<file path="config.mk">
export PLATFORM = sky130hd
export DESIGN_NAME = cbi980_stream_sched
export DESIGN_NICKNAME = d
export VERILOG_FILES = /design/src/rtl/cbi980_stream_sched.sv
export SDC_FILE = /design/constraint.sdc
export NUM_CORES = 1
export LEC_CHECK = 0
export CORE_UTILIZATION = 47
export DETAILED_ROUTE_END_ITERATION = 8
export PLACE_DENSITY = 0.95
export SYNTH_ARGS = -nofsm -noshare
export SYNTH_HDL_FRONTEND = slang
export SYNTH_SLANG_ARGS = --single-unit
</file>
<file path="constraint.sdc">
create_clock -name clk -period 9.95 [get_ports clk]
set_clock_uncertainty 0.2 [all_clocks]
set_input_delay 1.99 -clock clk [delete_from_list [all_inputs] [get_ports clk]]
set_output_delay 1.99 -clock clk [all_outputs]
set_load 0.01 [all_outputs]
</file>
<file path="src/rtl/cbi980_stream_sched.sv">
// cbi980_stream_sched: sole owner of the cbi980 core register port. Brings the core up,
// then polls SR and moves at most one word per poll between the core FIFOs and the streams.
//
// state   | meaning
// INIT_RD | issue SR read while waiting for core init
// INIT_WT | wait for SR read data, loop until init=1
// CFG     | CR enable write in flight, raise running
// POLL    | issue SR read, or head to STOP when en=0
// SR_WT   | wait for SR; pick clear / RX / TX / gap
// RX_WT   | DIN read outstanding, load RX output register
// TX      | DOUT write and s_tx_ready pulse in flight
// CLR     | CR write with flag-clear bit in flight
// GAP     | idle cycles after an empty poll
// STOP    | CR disable write in flight, drop running
// IDLE    | wait for en, then reconfigure
module cbi980_stream_sched #(
    parameter int unsigned POLL_GAP = 2
) (
    input  logic        clk,
    input  logic        rst,
    input  logic        en,
    input  logic [1:0]  rxen_cfg,
    input  logic [1:0]  txen_cfg,
    input  logic        s_tx_valid,
    output logic        s_tx_ready,
    input  logic        s_tx_ch,
    input  logic [31:0] s_tx_data,
    output logic        m_rx_valid,
    input  logic        m_rx_ready,
    output logic        m_rx_ch,
    output logic [31:0] m_rx_data,
    output logic [2:0]  core_wr_addr,
    output logic [31:0] core_wr_data,
    output logic        core_wr_en,
    input  logic        core_wr_err,
    output logic [2:0]  core_rd_addr,
    output logic        core_rd_vld,
    input  logic [31:0] core_rd_data,
    input  logic        core_rd_ack,
    output logic        running,
    output logic [2:0]  err_sticky
);

    localparam logic [2:0] A_SR    = 3'd1;
    localparam logic [2:0] A_CR    = 3'd2;
    localparam logic [2:0] A_DOUT1 = 3'd4;
    localparam logic [2:0] A_DOUT0 = 3'd5;
    localparam logic [2:0] A_DIN1  = 3'd6;
    localparam logic [2:0] A_DIN0  = 3'd7;
    localparam logic [3:0] GAP_LOAD = 4'(POLL_GAP) - 4'd1;

    typedef enum logic [3:0] {
        S_INIT_RD,
        S_INIT_WT,
        S_CFG,
        S_POLL,
        S_SR_WT,
        S_RX_WT,
        S_TX,
        S_CLR,
        S_GAP,
        S_STOP,
        S_IDLE
    } state_t;

    state_t      state_q;
    logic        rr_q;
    logic        rx_pend_ch_q;
    logic [3:0]  gap_q;
    logic [1:0]  rxen_q;
    logic [1:0]  txen_q;
    logic        s_tx_ready_q;
    logic        m_rx_valid_q;
    logic        m_rx_ch_q;
    logic [31:0] m_rx_data_q;
    logic [2:0]  wr_addr_q;
    logic [31:0] wr_data_q;
    logic        wr_en_q;
    logic [2:0]  rd_addr_q;
    logic        rd_vld_q;
    logic        running_q;
    logic [2:0]  err_q;

    logic       sr_init;
    logic       sr_ovf;
    logic       sr_unf;
    logic       rx1_rdy;
    logic       rx0_rdy;
    logic [1:0] sr_txnf;
    logic       rx_go;
    logic       rx_ch_d;
    logic       tx_go;

    function automatic logic [31:0] cr_word(logic [1:0] rxen, logic [1:0] txen, logic clr);
        return {26'b0, rxen, txen, clr, 1'b0};
    endfunction

    always_comb begin
        sr_init = core_rd_data[31];
        sr_ovf  = core_rd_data[19] | core_rd_data[17];
        sr_unf  = core_rd_data[18] | core_rd_data[16];
        rx1_rdy = core_rd_data[15] & rxen_q[1];
        rx0_rdy = core_rd_data[11] & rxen_q[0];
        sr_txnf = {core_rd_data[13], core_rd_data[9]};
        // RX only when the output register is free, so a loaded word is never overwritten
        rx_go   = ~m_rx_valid_q & (rx1_rdy | rx0_rdy);
        if (rr_q) begin
            rx_ch_d = rx1_rdy;
        end else begin
            rx_ch_d = ~rx0_rdy;
        end
        tx_go = s_tx_valid & sr_txnf[s_tx_ch] & txen_q[s_tx_ch];
    end

    always_ff @(posedge clk or posedge rst) begin
        if (rst) begin
            state_q      <= S_INIT_RD;
            rr_q         <= 1'b1;
            rx_pend_ch_q <= 1'b0;
            gap_q        <= 4'd0;
            rxen_q       <= 2'b00;
            txen_q       <= 2'b00;
            s_tx_ready_q <= 1'b0;
            m_rx_valid_q <= 1'b0;
            m_rx_ch_q    <= 1'b0;
            m_rx_data_q  <= 32'h0;
            wr_addr_q    <= 3'd0;
            wr_data_q    <= 32'h0;
            wr_en_q      <= 1'b0;
            rd_addr_q    <= 3'd0;
            rd_vld_q     <= 1'b0;
            running_q    <= 1'b0;
            err_q        <= 3'b000;
        end else begin
            rd_vld_q     <= 1'b0;
            wr_en_q      <= 1'b0;
            s_tx_ready_q <= 1'b0;
            if (core_wr_err) begin
                err_q[2] <= 1'b1;
            end
            if (m_rx_valid_q && m_rx_ready) begin
                m_rx_valid_q <= 1'b0;
            end

            case (state_q)
                S_INIT_RD: begin
                    rd_addr_q <= A_SR;
                    rd_vld_q  <= 1'b1;
                    state_q   <= S_INIT_WT;
                end
                S_INIT_WT: begin
                    if (core_rd_ack) begin
                        if (sr_init) begin
                            rxen_q    <= rxen_cfg;
                            txen_q    <= txen_cfg;
                            wr_addr_q <= A_CR;
                            wr_data_q <= cr_word(rxen_cfg, txen_cfg, 1'b0);
                            wr_en_q   <= 1'b1;
                            state_q   <= S_CFG;
                        end else begin
                            state_q <= S_INIT_RD;
                        end
                    end
                end
                S_CFG: begin
                    running_q <= 1'b1;
                    state_q   <= S_POLL;
                end
                S_POLL: begin
                    if (!en) begin
                        rxen_q    <= 2'b00;
                        txen_q    <= 2'b00;
                        wr_addr_q <= A_CR;
                        wr_data_q <= cr_word(2'b00, 2'b00, 1'b0);
                        wr_en_q   <= 1'b1;
                        state_q   <= S_STOP;
                    end else begin
                        rd_addr_q <= A_SR;
                        rd_vld_q  <= 1'b1;
                        state_q   <= S_SR_WT;
                    end
                end
                S_SR_WT: begin
                    if (core_rd_ack) begin
                        if (sr_ovf || sr_unf) begin
                            wr_addr_q <= A_CR;
                            wr_data_q <= cr_word(rxen_q, txen_q, 1'b1);
                            wr_en_q   <= 1'b1;
                            if (sr_ovf) begin
                                err_q[1] <= 1'b1;
                            end
                            if (sr_unf) begin
                                err_q[0] <= 1'b1;
                            end
                            state_q <= S_CLR;
                        end else if (rx_go) begin
                            rd_addr_q    <= rx_ch_d ? A_DIN1 : A_DIN0;
                            rd_vld_q     <= 1'b1;
                            rx_pend_ch_q <= rx_ch_d;
                            rr_q         <= ~rx_ch_d;
                            state_q      <= S_RX_WT;
                        end else if (tx_go) begin
                            wr_addr_q    <= s_tx_ch ? A_DOUT1 : A_DOUT0;
                            wr_data_q    <= s_tx_data;
                            wr_en_q      <= 1'b1;
                            s_tx_ready_q <= 1'b1;
                            state_q      <= S_TX;
                        end else if (POLL_GAP == 0) begin
                            state_q <= S_POLL;
                        end else begin
                            gap_q   <= GAP_LOAD;
                            state_q <= S_GAP;
                        end
                    end
                end
                S_RX_WT: begin
                    if (core_rd_ack) begin
                        m_rx_data_q  <= core_rd_data;
                        m_rx_ch_q    <= rx_pend_ch_q;
                        m_rx_valid_q <= 1'b1;
                        state_q      <= S_POLL;
                    end
                end
                S_TX, S_CLR: begin
                    state_q <= S_POLL;
                end
                S_GAP: begin
                    if (gap_q == 4'd0) begin
                        state_q <= S_POLL;
                    end else begin
                        gap_q <= gap_q - 4'd1;
                    end
                end
                S_STOP: begin
                    running_q <= 1'b0;
                    state_q   <= S_IDLE;
                end
                S_IDLE: begin
                    if (en) begin
                        rxen_q    <= rxen_cfg;
                        txen_q    <= txen_cfg;
                        wr_addr_q <= A_CR;
                        wr_data_q <= cr_word(rxen_cfg, txen_cfg, 1'b0);
                        wr_en_q   <= 1'b1;
                        state_q   <= S_CFG;
                    end
                end
                default: begin
                    state_q <= S_INIT_RD;
                end
            endcase
        end
    end

    assign s_tx_ready   = s_tx_ready_q;
    assign m_rx_valid   = m_rx_valid_q;
    assign m_rx_ch      = m_rx_ch_q;
    assign m_rx_data    = m_rx_data_q;
    assign core_wr_addr = wr_addr_q;
    assign core_wr_data = wr_data_q;
    assign core_wr_en   = wr_en_q;
    assign core_rd_addr = rd_addr_q;
    assign core_rd_vld  = rd_vld_q;
    assign running      = running_q;
    assign err_sticky   = err_q;

endmodule

</file>
# Word level (Yosys, flattened, before mapping)
# Index checks and enable logic that the tools add are counted.
[classes]
magnitude_cmp = 1
n_eq_ne = 25
n_bitwise = 12
add_sub_neg = 1
n_reduce_logical = 19
muxes = 76
[ops]
columns = ["op", "n"]
rows = [
  ["$mux W32", 8],
  ["$pmux W32 S4", 1],
  ["$mux W4", 14],
  ["$mux W3", 12],
  ["$pmux W4 S9", 1],
  ["$ne A2 B2 Y1 const B", 13],
  ["$mux W1", 24],
  ["$eq A4 B3 Y1 const B", 4],
  ["$mux W2", 8],
  ["$reduce_and A5 Y1", 3],
  ["$eq A4 B4 Y1 const B", 3],
  ["$pmux W2 S3", 2],
  ["$pmux W3 S4", 1],
  ["$reduce_and A4 Y1", 3],
  ["$pmux W3 S3", 1],
  ["$eq A4 B2 Y1 const B", 2],
  ["$logic_not A4 Y1", 2],
  ["$pmux W4 S2", 1],
  ["$reduce_and A8 Y1", 1],
  ["$ne A3 B3 Y1 const B", 2],
  ["$reduce_and A6 Y1", 1],
  ["$reduce_bool A3 Y1", 2],
  ["$and A1 B1 Y1", 5],
  ["$eq A4 B1 Y1 const B", 1],
  ["other kinds (13)", 19],
]
[word_totals]
wordCells = 153
reg_bits = 93

# Logic depth before layout (Yosys ltp)
[depth]
word_depth = 9
depth_mapped = 8

# Least setup slack after synthesis
# No wires, ideal clock.
[synth_path]
path_kind = "in2reg"
from = "input port core_rd_ack"
to = "register wr_addr_q[0], in the netlist core_wr_addr[0]"
t_arrival_ps = 3604
slack_ps = 6025
setup_time_ps = 121
cell_stages = 8
n_path_buf = 3
path_cell_list = "buf_2 > or4b_4 > a21o_1 > o2111a_2 > and3_1 > buf_6 > buf_6 > a22o_1"
[synth_via]
elab_chain_cells = 2
elab_cells_between_ends = 3
cone_classes = "2 x eq/ne; 1 x reduce/logical"
[synth_lines]
columns = ["element", "line", "rtl"]
rows = [
  ["from (decl)", "39", "input logic core_rd_ack,"],
  ["$ne A2 B2 Y1 (no source line)", "n/a", ""],
  ["$reduce_and A8 Y1 (no source line) *", "n/a", ""],
  ["to (signal assigned)", "203", "wr_addr_q <= s_tx_ch ? A_DOUT1 : A_DOUT0;"],
  ["to (decl)", "76", "logic [2:0] wr_addr_q;"],
]
# Mark *: on every way between the ends. The rest lies on a longest branch, timed or not.
# A chain may end at the register's enable or synchronous reset.

# Worst setup path after layout
[layout_path]
from = "input port core_rd_data[16]"
to = "register wr_data_q[20], in the netlist core_wr_data[20]"
[layout_via]
elab_chain_cells = 5
elab_cells_between_ends = 8
cone_classes = "2 x eq/ne; 3 x mux; 1 x bitwise; 2 x reduce/logical"
[layout_lines]
columns = ["element", "line", "rtl"]
rows = [
  ["from (decl)", "38", "input logic [31:0] core_rd_data,"],
  ["$or A1 B1 Y1 *", "101", "sr_unf = core_rd_data[18] | core_rd_data[16];"],
  ["$logic_or A1 B1 Y1 *", "185", "if (sr_ovf || sr_unf) begin"],
  ["$mux W32", "185", ""],
  ["$mux W32", "184", "if (core_rd_ack) begin"],
  ["$pmux W32 S4", "145", "case (state_q)"],
  ["to (signal assigned)", "157", "wr_data_q <= cr_word(rxen_cfg, txen_cfg, 1'b0);"],
  ["to (signal assigned)", "187", "wr_data_q <= cr_word(rxen_q, txen_q, 1'b1);"],
  ["to (signal assigned)", "204", "wr_data_q <= s_tx_data;"],
  ["to (decl)", "77", "logic [31:0] wr_data_q;"],
]
# Mark *: on every way between the ends. The rest lies on a longest branch, timed or not. The select of a mux whose other input is x is not followed.

==> metrics.md <==
| Metric | Value |
|---|---|
| GP Congestion | 0.932 |
| Clock transition at the registers of the reported paths | 100 ps |
| Layout area overhead | 44.4% |
| Fin crit share | 46.8% |
| Critical path arrival | 4760 ps |
| Proportion of layout cells with a drive suffix above 1 | 16.0% |
| Final Max Tran Viols | 0 |
| Status | completed |
| CTS tree | built |
| Number of vias per cell | 5.52 |
| R2r setup slk | 6780 ps |
| Final min period | 4660 ps |
| Switching share of power | 34.2% |
| Setup Buffers After CTS | 0 |
| Flops & latches, synth | 92 |
| Worst Setup SP | core_rd_data[16] |
| WP data required | 10050 ps |
| Initial drt markers | 326 |
| Initial Util | 48.5% |
| Post-synth EDFFs | 0 |
| Asr flop ratio synth | 100% |
| Slew @ Worst Pin | 1150 ps |
| ANT nets after route | 0 |
| Synth Warn # | 0 |
| Hold Slack | 276 ps |
| Max Cap Viol | 0 |
| Drt first pass iters | 5 |
| Largest net degree at the start of global routing | 93 |
| Drt drc | 0 |
| Slew HR | 23.3% |
| Fmax achieved | 215 MHz |
| Synth Cell Area | 0.00399 sq mm |
| Vias | 3169 |
| Syn_nets | 396 |
| Port buffer count | 154 |
| CP max FO | 31 |
| Seq pwr share | 40.7% |
| Clock sink total | 92 |
| Drt wl/cell | 17.1 um |
| Logic pwr share | 40.1% |
| GR Overflow Total | 0 |
| Int Pwr | 906 uW |
| # rows | 33 |
| Die width | 94.1 um |
| Leak pwr | 0.00247 uW |
| Worst-Skew Late Latency | 350 ps |
| Switching pwr | 471 uW |
| Ports | 155 |
| Hold-fix buffers, CTS | 0 |
| Cells after synthesis | 318 |
| CTS Buf Count | 9 |
| RSZ-0062 raised after global routing | false |
| Die height | 94.1 um |
| RR Endpoint | core_wr_data[5] |
| First-pass GRT wire length | 15500 um |
| Pwr/cell area | 239 mW/mm^2 |
| Post-CTS sizing | 0 |
| Crit Path Class | in -> reg |
| Average size of a mapped cell | 12.5 sq um |
| Initial antenna violation count | 0 |
| Vias in the first global route | 3175 |
| Total number of H-tree levels | 3 |
| CTS Buffer Depth | 2 |
| Antenna cells | 0 |
| Worst R2R Start | state_q[3] |
| Total Routing Usage GR | 22.9% |
| Post-DP HPWL | 6960 um |
| Register area share after synthesis | 57.7% |
| Core area | 0.00822 sq mm |
| Critical path startpoint category | input pin |
| Fin. Hold Viols | 0 |
| Worst Setup EP | core_wr_data[20] |
| Total wire length | 9790 um |
| Final TNS setup | 0 ps |
| Synth Flop Type | dfrtp_1 |
| Path depth of the worst reg2reg path | 5 |
| Max VDD drop | 0.145 mV |
| Cell variety after synth | 50 |
| Clock share of power | 19.2% |
| Fin nets | 542 |
| Clk root buf | clkbuf_8 |
| Die ar. | 0.00886 sq mm |
| Final setup violation count | 0 |
| CP Capture Type | register |
| Hold Crit Class | reg -> reg |
==> synthesized netlist by cell type, types with 2 or more instances <==
library cell / n / area share (%)
dfrtp_1: 91 / 57
mux2_2: 44 / 12
a22o_1: 30 / 6.6
nand2_1: 16 / 1.5
nor2_1: 16 / 1.5
a21oi_1: 14 / 1.8
o21ai_0: 12 / 1.5
inv_1: 10 / 0.94
clkbuf_1: 8 / 0.75
buf_6: 5 / 1.4
mux2i_1: 5 / 1.3
nor2b_1: 5 / 0.78
buf_4: 4 / 0.75
nor3_1: 4 / 0.50
buf_2: 3 / 0.38
nand2b_1: 3 / 0.47
nand3_1: 3 / 0.38
o21bai_1: 3 / 0.56
a211oi_1: 2 / 0.38
a21o_1: 2 / 0.38
a22oi_1: 2 / 0.38
a31oi_1: 2 / 0.31
and3_1: 2 / 0.31
ha_1: 2 / 0.63
nand3b_1: 2 / 0.38
o21ai_1: 2 / 0.25
or2_2: 2 / 0.31
or4b_2: 2 / 0.50
==> per-stage QoR <==
step                power, uW  util [%]  std cells  worst slack [ps]  area (sq um)
detailed placement       1120      67.5        558              4920          5550
global route             1460      70.1        574              5140          5760
global placement         1090      67.5        558              5150          5550
finish                   1380      70.1        574              5290          5760
CTS                      1390      70.1        574              5350          5760
floorplan                 874         -        318              5370          3990
==> critical path, cell delays in order <==
cell and delay, ps:
clkdlybuf4s50_1 470, or4_1 670, a21oi_1 340, and3_1 990, a22o_1 290
==> sequential cells by signal, indices dropped and copies added, names as in the netlist, 3 cells and up <==
signal        cells
core_wr_data     32
m_rx_data        32
gap_q             4
state_q           4
core_wr_addr      3
err_sticky        3
==> logic make-up after synthesis <==
logic type	share of synthesized area (%)
buffers and inverters	4.23
AND/OR/NAND/NOR	8.81
AO/OA/AOI/OAI	14.9
adder cells (fa/ha/maj)	0.627
flip-flops	57.7
multiplexers	13.7
==> worst min path at each step <==
| stage | startpoint | end | slack (ps) | depth (start not counted) |
|---|---|---|---|---|
| detailed placement | err_sticky[2] | err_sticky[2] | 260 | 1 |
| finish | err_sticky[2] | err_sticky[2] | 280 | 1 |
| floorplan | rr_q | rr_q | 260 | 2 |
| CTS | err_sticky[2] | err_sticky[2] | 280 | 1 |
| global route | rr_q | rr_q | 300 | 2 |
| global placement | err_sticky[2] | err_sticky[2] | 250 | 1 |
==> cells in the final DEF (no fill, tap or decap), types with 4 or more instances in the layout <==
master	n
a21oi_1	14
mux2_2	44
nor3_1	4
inv_1	9
nand2_1	16
mux2i_1	5
dfrtp_1	91
nor2_1	15
o21ai_0	12
nor2b_1	5
clkdlybuf4s50_1	154
clkbuf_8	9
a22o_1	30
==> power by group through the flow <==
stage / logic [uW] / clock network [uW] / registers [uW]
floorplan: 302 / 0 / 572
global route: 598 / 290 / 576
global placement: 535 / 0 / 559
CTS: 555 / 272 / 559
finish: 552 / 264 / 560
detailed placement: 552 / 0 / 565
==> area by class of cell <==
| cell class | count | area, sq um |
|---|---|---|
| clock buffers | 9 | 124 |
| clock inverters | 7 | 88.8 |
| fillers | 578 | 2460 |
| inverters | 10 | 38.8 |
| multi-input cells | 196 | 1520 |
| flip-flops and latches | 92 | 2300 |
| well taps | 105 | 131 |
| repair buffers | 155 | 1550 |
==> metal layers <==
metal | wire [um] | GRT usage, % | vias up
met1 | 3920 | 28.8 | 1538
met3 | 821 | 6.39 | 15
met2 | 4920 | 37.8 | 162
met5 | 0 | 0 | -
met4 | 129 | 8.21 | 0
li1 | - | - | 1454
(Power assumes the default switching activity.)
